### config.mk
export PLATFORM = sky130hd
export DESIGN_NAME = ibex_prefetch_buffer_mo
export DESIGN_NICKNAME = d
export VERILOG_FILES = /design/src/rtl/ibex_prefetch_buffer_mo.sv
export SDC_FILE = /design/constraint.sdc
export NUM_CORES = 1
export LEC_CHECK = 0
export CAP_MARGIN = 20
export CORE_ASPECT_RATIO = 1.25
export CORE_MARGIN = 5
export CORE_UTILIZATION = 55
export DETAILED_ROUTE_END_ITERATION = 8
export HOLD_SLACK_MARGIN = 0.06
export PLACE_DENSITY = 0.79
export SYNTH_ARGS = -nofsm -noshare
export SYNTH_HDL_FRONTEND = slang
export SYNTH_SLANG_ARGS = --single-unit
### constraint.sdc
create_clock -name clk -period 3.8 [get_ports clk]
set_input_delay 0.57 -clock clk [delete_from_list [all_inputs] [get_ports clk]]
set_output_delay 0.57 -clock clk [all_outputs]
set_load 0.03 [all_outputs]
### src/rtl/ibex_prefetch_buffer_mo.sv
// ibex_prefetch_buffer_mo: multi-outstanding instruction prefetcher with an in-order response FIFO,
// branch squashing of in-flight responses and fetch stall after a bus error.
module ibex_prefetch_buffer_mo #(
    parameter int NUM_OUTSTANDING = 2,
    parameter int FIFO_DEPTH      = 3
) (
    input  logic        clk,
    input  logic        rst_n,
    input  logic        req_i,
    input  logic        branch_i,
    input  logic [31:0] addr_i,
    input  logic        ready_i,
    output logic        valid_o,
    output logic [31:0] rdata_o,
    output logic [31:0] addr_o,
    output logic        err_o,
    output logic        instr_req_o,
    input  logic        instr_gnt_i,
    output logic [31:0] instr_addr_o,
    input  logic [31:0] instr_rdata_i,
    input  logic        instr_rvalid_i,
    input  logic        instr_err_i,
    output logic        busy_o
);
    localparam int OW = $clog2(NUM_OUTSTANDING + 1);
    localparam int CW = $clog2(FIFO_DEPTH + 1);
    localparam logic [OW-1:0] MAX_OUT = OW'(NUM_OUTSTANDING);
    localparam logic [CW:0]   DEPTH   = (CW+1)'(FIFO_DEPTH);

    typedef struct packed {
        logic [31:0] rdata;
        logic [31:0] addr;
        logic        err;
    } entry_t;

    logic [OW-1:0] outstanding_q, outstanding_d, discard_q, discard_d, live;
    logic [CW-1:0] cnt_q, cnt_d, wr_idx;
    logic [CW:0]   credit;
    logic          err_stall_q, err_stall_d;
    logic [31:0]   fetch_addr_q, fetch_addr_d, rsp_addr_q, rsp_addr_d;
    entry_t        fifo_q [FIFO_DEPTH];
    entry_t        fifo_d [FIFO_DEPTH];
    logic          grant, push, pop;
    logic          unused_addr0;

    assign unused_addr0 = addr_i[0];
    assign live         = outstanding_q - discard_q;
    // Credit counts buffered plus live in-flight words, so every accepted response has a slot.
    assign credit       = {1'b0, cnt_q} + (CW+1)'(live);
    assign instr_req_o  = req_i & (~err_stall_q | branch_i) & (outstanding_q < MAX_OUT) &
                          (branch_i | (credit < DEPTH));
    assign instr_addr_o = branch_i ? {addr_i[31:2], 2'b00} : fetch_addr_q;
    assign grant        = instr_req_o & instr_gnt_i;
    assign push         = instr_rvalid_i & (discard_q == '0) & ~branch_i;
    assign valid_o      = (cnt_q != '0) & ~branch_i;
    assign pop          = valid_o & ready_i;
    assign wr_idx       = cnt_q - CW'(pop);
    assign rdata_o      = fifo_q[0].rdata;
    assign addr_o       = fifo_q[0].addr;
    assign err_o        = fifo_q[0].err;
    assign busy_o       = (outstanding_q != '0) | instr_req_o;

    always_comb begin
        outstanding_d = outstanding_q + OW'(grant) - OW'(instr_rvalid_i);
        discard_d     = branch_i ? outstanding_q - OW'(instr_rvalid_i)
                                 : discard_q - OW'(instr_rvalid_i & (discard_q != '0));
        fetch_addr_d  = grant ? instr_addr_o + 32'd4 : branch_i ? instr_addr_o : fetch_addr_q;
        rsp_addr_d    = branch_i ? {addr_i[31:1], 1'b0}
                      : push ? {rsp_addr_q[31:2], 2'b00} + 32'd4 : rsp_addr_q;
        err_stall_d   = ~branch_i & (err_stall_q | (push & instr_err_i));
        cnt_d         = branch_i ? '0 : cnt_q + CW'(push) - CW'(pop);
        for (int i = 0; i < FIFO_DEPTH - 1; i++) fifo_d[i] = pop ? fifo_q[i+1] : fifo_q[i];
        fifo_d[FIFO_DEPTH-1] = fifo_q[FIFO_DEPTH-1];
        for (int i = 0; i < FIFO_DEPTH; i++)
            if (push && wr_idx == CW'(i)) fifo_d[i] = {instr_rdata_i, rsp_addr_q, instr_err_i};
    end

    always_ff @(posedge clk or negedge rst_n) begin
        if (!rst_n) begin
            outstanding_q <= '0;
            discard_q     <= '0;
            err_stall_q   <= 1'b0;
            fetch_addr_q  <= '0;
            rsp_addr_q    <= '0;
            cnt_q         <= '0;
            for (int i = 0; i < FIFO_DEPTH; i++) fifo_q[i] <= '0;
        end else begin
            outstanding_q <= outstanding_d;
            discard_q     <= discard_d;
            err_stall_q   <= err_stall_d;
            fetch_addr_q  <= fetch_addr_d;
            rsp_addr_q    <= rsp_addr_d;
            cnt_q         <= cnt_d;
            fifo_q        <= fifo_d;
        end
    end
endmodule

# After elaboration in Yosys (flattened, before gate mapping)
# Index checks and enable logic that the tools add are counted.
[totals]
reg_bits = 266
inputBits = 72
output_inout_bits = 100
wordCells = 70
[classes]
add_sub_neg = 11
n_reduce_logical = 12
bitwise_logic = 17
order_cmp = 2
n_eq_ne = 2
muxes = 11
[op_table]
columns = ["cell", "count"]
rows = [
  ["$mux 65", 4],
  ["$mux 32", 5],
  ["$add 32x3->32 const B", 2],
  ["$reduce_bool 2->1", 7],
  ["$and 1x1->1", 11],
  ["$sub 2x1->2", 5],
  ["$add 2x1->2", 2],
  ["$logic_not 2->1", 2],
  ["$mux 2", 2],
  ["$or 1x1->1", 4],
  ["$add 2x2->3", 1],
  ["$logic_and 1x1->1", 3],
  ["$lt 3x2->1 const B", 1],
  ["$eq 2x1->1 const B", 1],
  ["$eq 2x2->1 const B", 1],
  ["$lt 2x2->1 const B", 1],
  ["$not 1->1", 2],
  ["$sub 2x2->2", 1],
]

# Depth between registers and ports, before layout
[logic_depth]
ltp_word = 8
ltp_mapped = 15
mapped_depth_nobuf = 15

# Least setup slack after synthesis
# Ideal clock, no wire load.
[synth_path]
kind = "input port to flip-flop"
start = "input branch_i"
end = "register fetch_addr_q[22]"
stages = 11
required_ps = 3672
slack_ps = 136
arrival_ps = 3536
setup_time_ps = 128
n_path_buf = 4
path_cell_list = "buf_2 buf_2 clkbuf_1 clkbuf_1 o21ai_0 ha_1 nand2_1 nor4_1 nand3_1 or3_1 xnor2_1"
[synth_via]
elab_cells_between_ends = 11
classes_between = "add/sub: 1; mux: 3; bitwise: 6; reduce/logical: 1"
[synth_rtl]
columns = ["item", "line", "text"]
rows = [
  ["from (decl)", "10", "input logic branch_i,"],
  ["$mux 32", "52", "assign instr_addr_o = branch_i ? {addr_i[31:2], 2'b00} : fetch_addr_q;"],
  ["named net instr_addr_o[2]", "19", "output logic [31:0] instr_addr_o,"],
  ["$add 32x3->32", "67", "fetch_addr_d = grant ? instr_addr_o + 32'd4 : branch_i ? instr_addr_o : fetch_addr_q;"],
  ["$mux 32", "67", ""],
  ["to (signal assigned)", "91", "fetch_addr_q <= fetch_addr_d;"],
  ["to (decl)", "40", "logic [31:0] fetch_addr_q, fetch_addr_d, rsp_addr_q, rsp_addr_d;"],
]
# The timed path passes the listed nets, and every way through them passes these cells. The select of a mux whose other input is x is not followed.
# A chain may end at the register's enable or synchronous reset.

# Worst setup path after layout
[layout_path]
start = "register outstanding_q[0]"
end = "output instr_req_o"
[layout_via]
elab_chain_cells = 5
elab_cells_between_ends = 7
classes_between = "add/sub: 2; order compare: 2; bitwise: 3"
[layout_rtl]
columns = ["item", "line", "text"]
rows = [
  ["from (decl)", "36", "logic [OW-1:0] outstanding_q, outstanding_d, discard_q, discard_d, live;"],
  ["from (signal assigned)", "88", "outstanding_q <= outstanding_d;"],
  ["$sub 2x2->2", "47", "assign live = outstanding_q - discard_q;"],
  ["$add 2x2->3", "49", "assign credit = {1'b0, cnt_q} + (CW+1)'(live);"],
  ["$lt 3x2->1", "51", "(branch_i | (credit < DEPTH));"],
  ["$or 1x1->1", "51", ""],
  ["$and 1x1->1 (*)", "50", "assign instr_req_o = req_i & (~err_stall_q | branch_i) & (outstanding_q < MAX_OUT) &"],
  ["to (decl)", "17", "output logic instr_req_o,"],
]
# Mark *: on every way between the ends. The rest lies on a longest branch, timed or not.

==> flow_summary.yaml <==
yosys:
  ys_seq_elements: 262
  syn_area_um2: 12900
  ys.flop_type: "dfrtp_1"
  synth_commonest_cells: "dfrtp_1, mux2i_1, nand2_1, o21ai_0, nor2_1"
  async_flop_share_pct: 100
  synth.yosys.warnings: 0
  synth_nets: 1327
  yosysMostFrequentCell: "dfrtp_1"
  synth_cells: 1243
  syn_area_per_cell_um2: 10.4
  ys_types: 55
  synth_top_area_share_pct: 50.8
  seq_area_frac_synth_pct: 50.8
  synth_edf_count: 0
  synth_area_leader_cell: "dfrtp_1"
  ys_top_cells_by_area: "dfrtp_1, mux2i_1, mux2_2, o21ai_0, buf_4"
clocking:
  cts_root_buf: "clkbuf_16"
  cts_buffer_depth: 3
  cts.htree.levels: 1
  cts_tree: "done"
  cts.reportedPaths.clkPinSlew_ns: 0.06
  cts.sinks: 262
  clk_latency_ns: 0.53
  cts_made_buffers: 27
  cts_setup_buffers: 0
grt:
  grt_max_degree: 129
  met2_usage_pct: 33.9
  antenna_found_initial: 0
  globalRoute.busiestLayer: "met2"
  grtUsageMet1_pct: 27.2
  grt_pass1_wl_um: 45100
  overflow: 0
  first_global_vias: 9021
  grt_use_total_pct: 20.2
  met3_usage_pct: 3.36
flow_run:
  drv_cap: 0
sta:
  setup_viol: 0
  hold_viol_final: 0
  rsz0062_at_grt: "false"
  hold_slack_ns: 0.0259
  period_share_pct: 89.3
  skew_ns: 0.0144
  slew_headroom_pct: 32.6
  tightest_slew_ns: 1.01
  layout_min_cycle_time_ns: 3.39
  fmax_ghz: 0.295
  worst_slack_ns: 0.406
  slew_viol_final: 0
  setup_tns_ns: 0
place:
  port_buffers: 169
  pre_cts_ws_ns: 0.590
  placed_area_um2: 14400
  routabilityCongestion: 0.832
  place.detailed.hpwl_um: 18000
  dpl.cell_count: 1576
power_and_ir_drop:
  internal_power_mw: 6.92
  finalPower_mw: 10.5
  swShare_pct: 34.0
  p_leak_nw: 7.56
  power.density_nw_per_um2: 685
  pwr-share-comb_pct: 33.9
  seq_power_share_pct: 40.9
  clock_power_share_pct: 25.2
  max-vdd-ir-drop_mv: 0.439
  p_sw_mw: 3.56
layout:
  drive_above_1_share_pct: 10.7
  antenna_cells: 0
  ff_latch_area_um2: 6560
  final_util_pct: 66.4
  n_fill_cell: 1788
  fin_area_um2: 15300
  multiInputGateArea_um2: 5450
  final_cells: 1625
  nets: 1401
  syn_to_final_growth_pct: 18.6
worst_setup_path:
  cp_max_fo: 4
  critPathLaunchType: "flop"
  cp-end-kind: "primary output"
  cp_data_arrival_time_ns: 2.82
  critPathKind: "reg -> out"
  crit_required_ns: 3.23
floorplan:
  dieArea_um2: 26700
  fp.coreArea_um2: 23000
  die_y_um: 181
  rows: 62
  die_width_um: 147
  io_pins: 172
  start_util_pct: 56.0
detailed_routing:
  vias: 8885
  drc: 0
  wl_um: 26900
  drt-wirelength-per-cell_um: 16.6
  antenna_left: 0
  drtIter0Drc: 502
  firstDrtPassIters: 5
  viasPerCell: 5.47
status:
  status: "completed"
min_path:
  worst_hold_path_type: "in -> async"
-- cell families after synthesis --
group                    synth area share (%)
AO/OA/AOI/OAI                            8.61
XOR/XNOR                                 4.34
adder cells (fa/ha/maj)                  1.22
buffers and inverters                    7.26
flip-flops                               50.8
multiplexers                             16.5
other                                  0.0291
AND/OR/NAND/NOR                          11.2
-- final timing paths --
check | start | endpoint | slack (ns) | cells past startpoint
max in group asynchronous | rst_n | fetch_addr_q[9]$_DFFE_PN0P_ | 2.73 | 2
hold reg to reg | fetch_addr_q[0]$_DFFE_PN0P_ | fetch_addr_q[0]$_DFFE_PN0P_ | 0.49 | 1
setup reg to reg | discard_q[0]$_DFF_PN0_ | fetch_addr_q[22]$_DFFE_PN0P_ | 0.63 | 11
min in group clk | fetch_addr_q[0]$_DFFE_PN0P_ | fetch_addr_q[0]$_DFFE_PN0P_ | 0.49 | 1
setup / recovery | outstanding_q[0]$_DFF_PN0_ | instr_req_o | 0.41 | 10
hold / removal | rst_n | fetch_addr_q[5]$_DFFE_PN0P_ | 0.03 | 1
-- critical path, cell delays in order (launching register included) --
cell and delay (ns):
dfrtp_1 0.39, inv_1 0.09, ha_1 0.16, xor2_1 0.20, xnor2_1 0.17, fa_1 0.44
nand2b_1 0.20, a31o_2 0.27, nand2_1 0.08, nor2_1 0.05, dlymetal6s2s_1 0.25
-- cells in the final DEF (no fill, tap or decap), drive strengths merged, types with 4 or more instances in the layout --
cell | netlist | layout
nor2 | 96 | 96
and3 | 4 | 4
inv | 40 | 41
xor2 | 32 | 32
nand4 | 14 | 14
dfrtp | 262 | 262
clkinv | 0 | 6
xnor2 | 32 | 32
nor3 | 6 | 6
mux2 | 66 | 66
nor4 | 7 | 7
and4 | 4 | 4
nor2b | 6 | 6
ha | 11 | 11
nand3b | 4 | 4
nand3 | 20 | 20
buf | 87 | 15
nand2 | 135 | 135
mux2i | 139 | 139
a21oi | 72 | 72
clkdlybuf4s50 | 0 | 165
o21ai | 118 | 118
clkbuf | 50 | 38
-- flip-flops by register name (all words and copies together), names as in the netlist --
register and flops:
fifo_q 128, fetch_addr_q 32, rdata_o 32, addr_o 31
rsp_addr_q 31, cnt_q 2, discard_q 2, outstanding_q 2
err_o 1, err_stall_q 1
-- power groups by stage --
stage	registers (mW)	logic (mW)	clock network [mW]
detailed placement	4.34	3.57	0
global route	4.41	3.85	2.83
global placement	4.28	3.48	0
CTS	4.29	3.60	2.71
finish	4.28	3.55	2.64
floorplan	4.13	2.83	0
-- area by class of cell --
cell class | instances | area share, %
well taps | 288 | 2.35
clock buffers | 38 | 4.95
clock inverters | 11 | 0.891
multi-input cells | 804 | 35.6
inverters | 40 | 0.981
flip-flops and latches | 262 | 42.8
repair buffers | 182 | 12.4
-- per-layer routing --
metal	wire [µm]	part of all wire [%]
met2	12900	48
met3	1350	5.0
met1	12000	44
met4	717	2.7
met5	0	0
-- timing repair --
item | in CTS | in global routing
setup endpoints to repair | 0 | 2
hold buffers | 0 | 0
gates resized for setup | 0 | 2
No activity file was read; power rests on OpenSTA's default activity.
